[src/rtl/two_port_mem_clr_pkg.sv]
// Shared state encoding, sizing helpers and the read-latency legality check
// for the two_port_mem_clr behavioural memory.
`ifndef TWO_PORT_MEM_CLR_LAT_OK
`define TWO_PORT_MEM_CLR_LAT_OK(lat) (((lat) == 1) || ((lat) == 2))
`endif

package two_port_mem_clr_pkg;

  typedef enum logic {
    IDLE  = 1'b0,
    CLEAR = 1'b1
  } state_e;

  // Address width for a given depth; never narrower than one bit.
  function automatic int clogb2(input int depth);
    int r;
    r = 0;
    while ((1 << r) < depth) r++;
    return (r < 1) ? 1 : r;
  endfunction

  function automatic int laneWidth(input int width, input int writeMask);
    return width / writeMask;
  endfunction

endpackage

[src/rtl/two_port_mem_clr_rdpipe.sv]
// Read-side output pipeline: first data/valid register, plus an optional
// second register stage when the read latency is 2.
module two_port_mem_clr_rdpipe #(
  parameter int width       = 8,
  parameter int readLatency = 1
) (
  input  logic             i_clk,
  input  logic             i_reset,
  input  logic             i_vld,
  input  logic [width-1:0] i_data,
  output logic             o_vld,
  output logic [width-1:0] o_data
);

  logic             r_vld_p1;
  logic [width-1:0] r_data_p1;

  // Stage p1: capture the array word; data holds when no read is issued.
  always_ff @(posedge i_clk) begin
    if (i_reset) begin
      r_vld_p1  <= 1'b0;
      r_data_p1 <= '0;
    end else begin
      r_vld_p1 <= i_vld;
      if (i_vld) r_data_p1 <= i_data;
    end
  end

  if (readLatency == 2) begin : g_lat2
    logic             r_vld_p2;
    logic [width-1:0] r_data_p2;

    // Stage p2: extra output register; reset drops any read still in flight.
    always_ff @(posedge i_clk) begin
      if (i_reset) begin
        r_vld_p2  <= 1'b0;
        r_data_p2 <= '0;
      end else begin
        r_vld_p2 <= r_vld_p1;
        if (r_vld_p1) r_data_p2 <= r_data_p1;
      end
    end

    assign o_vld  = r_vld_p2;
    assign o_data = r_data_p2;
  end else begin : g_lat1
    assign o_vld  = r_vld_p1;
    assign o_data = r_data_p1;
  end

endmodule

[src/rtl/two_port_mem_clr.sv]
// Portable two-port memory with lane-masked writes and a post-reset clear
// sequencer. Define TWO_PORT_MEM_CLR_BYPASS_EN to forward same-cycle writes to reads.
module two_port_mem_clr
  import two_port_mem_clr_pkg::*;
#(
  parameter int               addresses    = 32,
  parameter int               width        = 8,
  parameter int               writeMask    = 1,
  parameter int               readLatency  = 1,
  parameter logic [width-1:0] clearValue   = '0,
  localparam int              addressWidth = clogb2(addresses)
) (
  input  logic                    clk,
  input  logic                    reset,
  input  logic [addressWidth-1:0] writeAddress,
  input  logic [writeMask-1:0]    writeEnable,
  input  logic [width-1:0]        writeData,
  input  logic [addressWidth-1:0] readAddress,
  input  logic                    readEnable,
  output logic [width-1:0]        readData,
  output logic                    readValid,
  output logic                    busy
);

  localparam int                    LW        = laneWidth(width, writeMask);
  localparam logic [addressWidth:0] DEPTH     = (addressWidth + 1)'(addresses);
  localparam logic [addressWidth-1:0] LAST_ADDR = addressWidth'(addresses - 1);

  if ((width % writeMask) != 0) begin : g_bad_mask
    $error("two_port_mem_clr: width %0d is not a multiple of writeMask %0d", width, writeMask);
  end
  if (!`TWO_PORT_MEM_CLR_LAT_OK(readLatency)) begin : g_bad_lat
    $error("two_port_mem_clr: readLatency %0d must be 1 or 2", readLatency);
  end

  logic [width-1:0]        r_mem [addresses];
  state_e                  r_state;
  state_e                  w_state_nxt;
  logic [addressWidth-1:0] r_clear_addr;
  logic [addressWidth-1:0] w_clear_addr_nxt;
  logic                    w_wr_hit;
  logic                    w_rd_vld;
  logic                    w_rd_in_range;
  logic [width-1:0]        w_wr_word;
  logic [width-1:0]        w_rd_word;

  always_ff @(posedge clk) begin
    if (reset) begin
      r_state      <= CLEAR;
      r_clear_addr <= '0;
    end else begin
      r_state      <= w_state_nxt;
      r_clear_addr <= w_clear_addr_nxt;
    end
  end

  // The sweep ends at addresses-1 even when the depth is not a power of two.
  always_comb begin
    w_state_nxt      = r_state;
    w_clear_addr_nxt = r_clear_addr;
    if (r_state == CLEAR) begin
      w_clear_addr_nxt = r_clear_addr + addressWidth'(1);
      if (r_clear_addr == LAST_ADDR) begin
        w_state_nxt      = IDLE;
        w_clear_addr_nxt = '0;
      end
    end
  end

  assign busy = (r_state == CLEAR);

  assign w_wr_hit      = (r_state == IDLE) && (|writeEnable) && ({1'b0, writeAddress} < DEPTH);
  assign w_rd_vld      = (r_state == IDLE) && readEnable;
  assign w_rd_in_range = ({1'b0, readAddress} < DEPTH);

  always_comb begin
    w_wr_word = r_mem[writeAddress];
    for (int i = 0; i < writeMask; i++) begin
      if (writeEnable[i]) w_wr_word[i*LW +: LW] = writeData[i*LW +: LW];
    end
  end

  always_ff @(posedge clk) begin
    if (r_state == CLEAR) begin
      r_mem[r_clear_addr] <= clearValue;
    end else if (w_wr_hit) begin
      r_mem[writeAddress] <= w_wr_word;
    end
  end

  // Out-of-range reads see the clear pattern rather than undefined storage.
  always_comb begin
    w_rd_word = clearValue;
    if (w_rd_in_range) begin
      w_rd_word = r_mem[readAddress];
`ifdef TWO_PORT_MEM_CLR_BYPASS_EN
      if (w_wr_hit && (writeAddress == readAddress)) w_rd_word = w_wr_word;
`endif
    end
  end

  two_port_mem_clr_rdpipe #(
    .width      (width),
    .readLatency(readLatency)
  ) u_rdpipe (
    .i_clk  (clk),
    .i_reset(reset),
    .i_vld  (w_rd_vld),
    .i_data (w_rd_word),
    .o_vld  (readValid),
    .o_data (readData)
  );

endmodule

[config.mk]
export PLATFORM = sky130hd
export DESIGN_NAME = two_port_mem_clr
export DESIGN_NICKNAME = d
export VERILOG_FILES = /design/src/rtl/two_port_mem_clr_pkg.sv /design/src/rtl/two_port_mem_clr_rdpipe.sv /design/src/rtl/two_port_mem_clr.sv
export SDC_FILE = /design/constraint.sdc
export NUM_CORES = 1
export LEC_CHECK = 0
export BUFFER_PORTS_ARGS = -buffer_cell sky130_fd_sc_hd__buf_2
export CORE_MARGIN = 10
export CORE_UTILIZATION = 40
export CTS_BUF_LIST = sky130_fd_sc_hd__clkbuf_8
export DETAILED_ROUTE_END_ITERATION = 6
export GPL_TIMING_DRIVEN = 0
export SLEW_MARGIN = 10
export SYNTH_ARGS = -nofsm -noshare
export SYNTH_HDL_FRONTEND = slang
export SYNTH_HIERARCHICAL = 1
export SYNTH_SLANG_ARGS = --single-unit
export TNS_END_PERCENT = 30
[constraint.sdc]
create_clock -name clk -period 4.75 [get_ports clk]
set_input_delay 0.2375 -clock clk [delete_from_list [all_inputs] [get_ports clk]]
set_output_delay 0.2375 -clock clk [all_outputs]
set_load 0.05 [all_outputs]
Word-level counts from Yosys, hierarchy flattened
Memories as Yosys holds them, arrays and structs flattened. A register that Yosys moved wholly into a read port is not among the register bits.
Index checks and enable logic that the tools add are counted.

word-level totals
  register bits after elaboration = 7
  RAM bits = 256
  input bits = 22
  output and inout port bits = 10
  word-level logic and storage cells = 24
  memories kept = 1

cells by class
  $add $sub $neg = 1
  equal/unequal tests = 2
  mux-type cells = 12
  bitwise gates (word level) = 1
  reduce and logical (&&, ||, !) cells = 4

memory list
  memory  depth  width  read ports  clocked after Yosys merged registers in  write ports  line                    text
  r_mem   32     8      1           1                                        1            two_port_mem_clr.sv:36  logic [width-1:0] r_mem [addresses];

operator list
  kind                                          number
  two-way mux 8 bit                             2
  two-way mux 5 bit                             2
  two-way mux 1 bit                             8
  OR reduction 8 bit                            1
  adder 5 x 1 -> 5 bit (second input constant)  1
  == test 5 bit (second input constant)         1
  logical AND 1 bit                             2
  AND reduction 2 bit                           1
  != test 1 bit (second input constant)         1
  inverter 1 bit                                1

Longest topological paths before layout
  depth in word-level cells = 8
  gate-level depth with buffers = 7
  mapped depth without buffers = 6

Modules after synthesis
The synthesis kept the hierarchy.

modules (own cells, without submodules)
  module                   instances  cells an instance  area each (um2)  sequential area each (um2)
  two_port_mem_clr         1          459                10376.2          7807.5
  two_port_mem_clr_rdpipe  1          28                 312.8            180.2

Worst setup path after synthesis
OpenSTA, ideal clock, no wires.

  path kind = register to register
  from = reg r_state, in the netlist busy
  to = mem r_mem[11][0] (enable)
  setup time = 0.395 ns
  arrival = 2.462 ns
  data required time = 4.355 ns
  slack = 1.894 ns
  stages on the path, launching flop included = 7
  buffers on the path = 3
  period minus slack after synthesis = 2.856 ns
  path through = dfxtp_1 -> nor2b_1 -> clkbuf_1 -> buf_2 -> mux2i_1 -> clkbuf_1 -> nor4_1

between the ends
  word-level cells in the longest chain between the ends = 8
  elaborated cells between the ends (all ways) = 11
  classes of those cells = 7 x mux; 1 x bitwise; 3 x reduce/logical

RTL lines
  what                                                              line                    text
  start: declaration                                                two_port_mem_clr.sv:37  state_e r_state;
  start signal: assignment                                          two_port_mem_clr.sv:52  r_state <= w_state_nxt;
  inverter 1 bit                                                    two_port_mem_clr.sv:72  assign w_wr_hit = (r_state == IDLE) && (|writeEnable) && ({1'b0, writeAddress} < DEPTH);
  logical AND 1 bit                                                 two_port_mem_clr.sv:72
  two-way mux 1 bit                                                 two_port_mem_clr.sv:86  end else if (w_wr_hit) begin
  two-way mux 1 bit                                                 two_port_mem_clr.sv:84  if (r_state == CLEAR) begin
  two-way mux 1 bit (not written as such)                           two_port_mem_clr.sv:87  r_mem[writeAddress] <= w_wr_word;
  AND reduction 2 bit (no line)                                     --
  OR reduction 8 bit (no line)                                      --
  two-way mux 5 bit (no line) or two-way mux 1 bit (tied branches)  --
  end: declaration                                                  two_port_mem_clr.sv:36

Several ways; a longest one is shown, not always the timed one.

Worst setup path after layout
  from = reg r_state, in the netlist busy
  to = mem r_mem[16][2] (enable)

Same word-level chain as after synthesis.

==> metrics.log <==
INFO  metric synth_flop_cell = edfxtp_1
INFO  metric syn-mean-instance-area = 21.9 µm²
INFO  metric timing.critical_path.arrival = 3.47 ns
INFO  metric grt_pass1_vias = 5704
INFO  metric post_cts_hold_buffer_count = 0
INFO  metric antenna_found_initial = 1
INFO  metric final.fill_count = 2110
INFO  metric antenna-diode-count = 0
INFO  metric totalWireLength = 23100 µm
INFO  metric detail_route.iter0.violations = 408
INFO  metric max-slew-margin-rel = 0.153
INFO  metric dpl-instance-area = 11700 µm²
INFO  metric worst_skew_pair.late_latency = 0.54 ns
INFO  metric hold_ws = 0.0443 ns
INFO  metric dp_hpwl = 15900 µm
INFO  metric placeableCoreArea = 26200 µm²
INFO  metric clk_pin_slew_worst_paths = 0.06 ns
INFO  metric timing.clock.skew = 0.0240 ns
INFO  metric worst-path-max-fanout = 10
INFO  metric gpl.final_weighted_congestion = 0.825
INFO  metric p_leak = 4.35 nW
INFO  metric vias = 5325
INFO  metric cts_resized = 0
INFO  metric place_inst = 880
INFO  metric placement_rows = 59
INFO  metric synth_common_cells = 256 x edfxtp_1, 80 x mux4_2, 32 x nor4_1, 15 x dfxtp_1
INFO  metric r2r_start = busy$_SDFF_PP1_
INFO  metric worst_setup_margin = 1.57 ns
INFO  metric finish.instance_area = 12500 µm²
INFO  metric synthesis.yosys.warnings = 6
INFO  metric critPathLaunchType = flop
INFO  metric num_io_pins = 32
INFO  metric synth_seq_area_share = 0.747
INFO  metric r2r_cells = 7
INFO  metric wl_per_cell = 24.1 µm
INFO  metric layout-drive-gt1-share = 0.403
INFO  metric syn_nets = 511
INFO  metric grt.total_usage = 0.140
INFO  metric detailedRoute.firstPassIterationCount = 5
INFO  metric clock_sink_count = 271
INFO  metric hold_path_startpoint = reset
INFO  metric clock_tree.buffer_depth = 3
INFO  metric cell_area_after_synthesis = 10700 µm²
INFO  metric number_of_cells_in_the_finished_layout_apart_from_fillers = 961
INFO  metric slew_violations = 0
INFO  metric grt_first_pass_wirelength = 35100 µm
INFO  metric post_drt_via_cell_ratio = 5.54
INFO  metric timing_hold_violations_final = 0
INFO  metric async_flop_share = 0
INFO  metric fin_util = 0.477
INFO  metric synth-edff-count = 256
INFO  metric max_slew.worst_pin.slew = 1.27 ns
INFO  metric cts_tree = done
INFO  metric timing.hold.worst_endpoint = r_clear_addr[4]$_SDFFE_PP0P_
INFO  metric worst_setup_path_end_kind = flop
INFO  metric finalCriticalPeriod = 3.18 ns
INFO  metric antenna_violating_nets_post_route = 0
INFO  metric area_share_of_the_leading_cell_type_in_the_synthesized_netlist = 0.719
INFO  metric numPortBuffers = 26
INFO  metric start_util = 0.408
INFO  metric number_of_buffers_inserted_during_clock_tree_synthesis = 45
INFO  metric die_area = 33700 µm²
INFO  metric largest_net_degree_at_the_start_of_global_routing = 33
INFO  metric synth.lib_cells_used.distinct = 30
INFO  metric synthCells = 487
INFO  metric overflow = 0
INFO  metric finish.net_count = 616
INFO  metric drc = 0
INFO  metric critPathKind = reg2reg
INFO  metric max-cap-violations = 0
INFO  metric grt_setup_unrepaired = no
INFO  metric setup_total_negative_slack = 0 ns
INFO  metric post-cts-setup-buffer-count = 0
INFO  metric synth.largest_area_cell = edfxtp_1
INFO  metric synth_area_leaders = edfxtp_1 72%, mux4_2 17%, dfxtp_1 2.8%
INFO  metric pre_cts_ws = 1.60 ns
INFO  metric synthMostInstantiatedCell = edfxtp_1
INFO  metric finalPower = 4.71 mW
INFO  metric clock.fmax = 0.314 GHz
INFO  metric syn_to_final_growth = 17.0%
INFO  metric power-per-cell-area = 376 nW/µm²
INFO  metric postSynthRegisterBits = 271
INFO  metric rrSetupSlack = 1.57 ns
INFO  metric htree_levels = 2
INFO  metric min-delay-path-class = in2reg
INFO  metric ir_drop = 0.176 mV
INFO  metric dieWidth = 183 µm
INFO  metric outcome = complete, no violations
INFO  metric final.period_utilization = 0.670
INFO  metric startpoint = busy$_SDFF_PP1_
INFO  metric critPathRequiredTime = 5.04 ns
INFO  metric whs_path_depth = 2
INFO  metric die_h = 183 µm
INFO  metric regToRegEndpoint = r_mem[16][2]$_DFFE_PP_
INFO  metric finalSetupViolCount = 0
INFO  metric cts_root_buf = clkbuf_8
==> metal layers <==
layer	global-route usage	share of wire	vias to the layer above
met1	0.185	0.43	2803
met2	0.224	0.49	181
li1	-	-	2302
met4	0.0472	0.021	0
met5	0	0	-
met3	0.0318	0.064	39
==> power breakdown <==
part	internal [mW]	leakage, nW	switching, mW
clock	0.984	0.465	0.882
combinational	0.103	1.14	0.125
sequential	2.60	2.74	0.00828
==> worst max-delay path: stages, from the launching register on <==
cell and delay, ns:
dfxtp_1 0.36, nor2b_1 0.13, clkbuf_1 0.23, buf_2 0.25
mux2i_1 0.88, clkbuf_1 0.65, nor4_2 0.19, buf_4 0.25
==> worst max-delay path by stage <==
| stage | endpoint | slack [ns] |
|---|---|---|
| 2_1_floorplan | r_mem[11][0]$_DFFE_PP_ | 1.89 |
| 3_3_place_gp | r_mem[10][5]$_DFFE_PP_ | 1.09 |
| 3_5_place_dp | r_mem[31][0]$_DFFE_PP_ | 1.60 |
| 4_1_cts | r_mem[31][6]$_DFFE_PP_ | 1.59 |
| 5_1_grt | r_mem[16][1]$_DFFE_PP_ | 1.35 |
| 6_report | r_mem[16][2]$_DFFE_PP_ | 1.57 |
==> cell type report <==
| class | instances | area (µm²) | share of cell area |
|---|---|---|---|
| Sequential cell | 271 | 7990 | 0.639 |
| Buffer | 31 | 158 | 0.0126 |
| Timing Repair Buffer | 58 | 355 | 0.0284 |
| Clock inverter | 33 | 160 | 0.0128 |
| Inverter | 2 | 7.51 | 0.000600 |
| Multi-Input combinational cell | 183 | 2750 | 0.220 |
| Clock buffer | 48 | 661 | 0.0528 |
| Tap cell | 335 | 419 | 0.0335 |
==> sequential cells by signal, indices dropped and copies added (netlist names) <==
register         count
r_clear_addr         5
u_rdpipe/o_data      8
r_mem              256
u_rdpipe/o_vld       1
busy                 1
==> logic make-up (layout without fill, tap and decap cells) <==
family | after synthesis | count (layout) | synth area share
buf+inv | 33 | 172 | 0.0155
fa+ha+maj | 2 | 2 | 0.00234
compound gates | 11 | 11 | 0.00644
flops | 271 | 271 | 0.747
simple gates | 66 | 66 | 0.0362
mux | 104 | 104 | 0.192
==> placed cells by master, fill, tap and decap left out, drive strengths merged <==
master and instances:
edfxtp 256, mux4 80, buf 75, clkbuf 62
nor4 32, clkinv 19, dfxtp 15, inv 14
mux2i 13, nor2 13, mux2 11, and2 8
a21oi 4, nor2b 3, and3 2, nor4bb 2
nand2 2, o21ai 2, ha 2, a31oi 2
a41oi 1, nor4b 1, o32a 1, nor3b 1
nand3 1, or4 1, o21bai 1, clkinvlp 1
bufinv 1
Power figures use the tool's default switching activity.
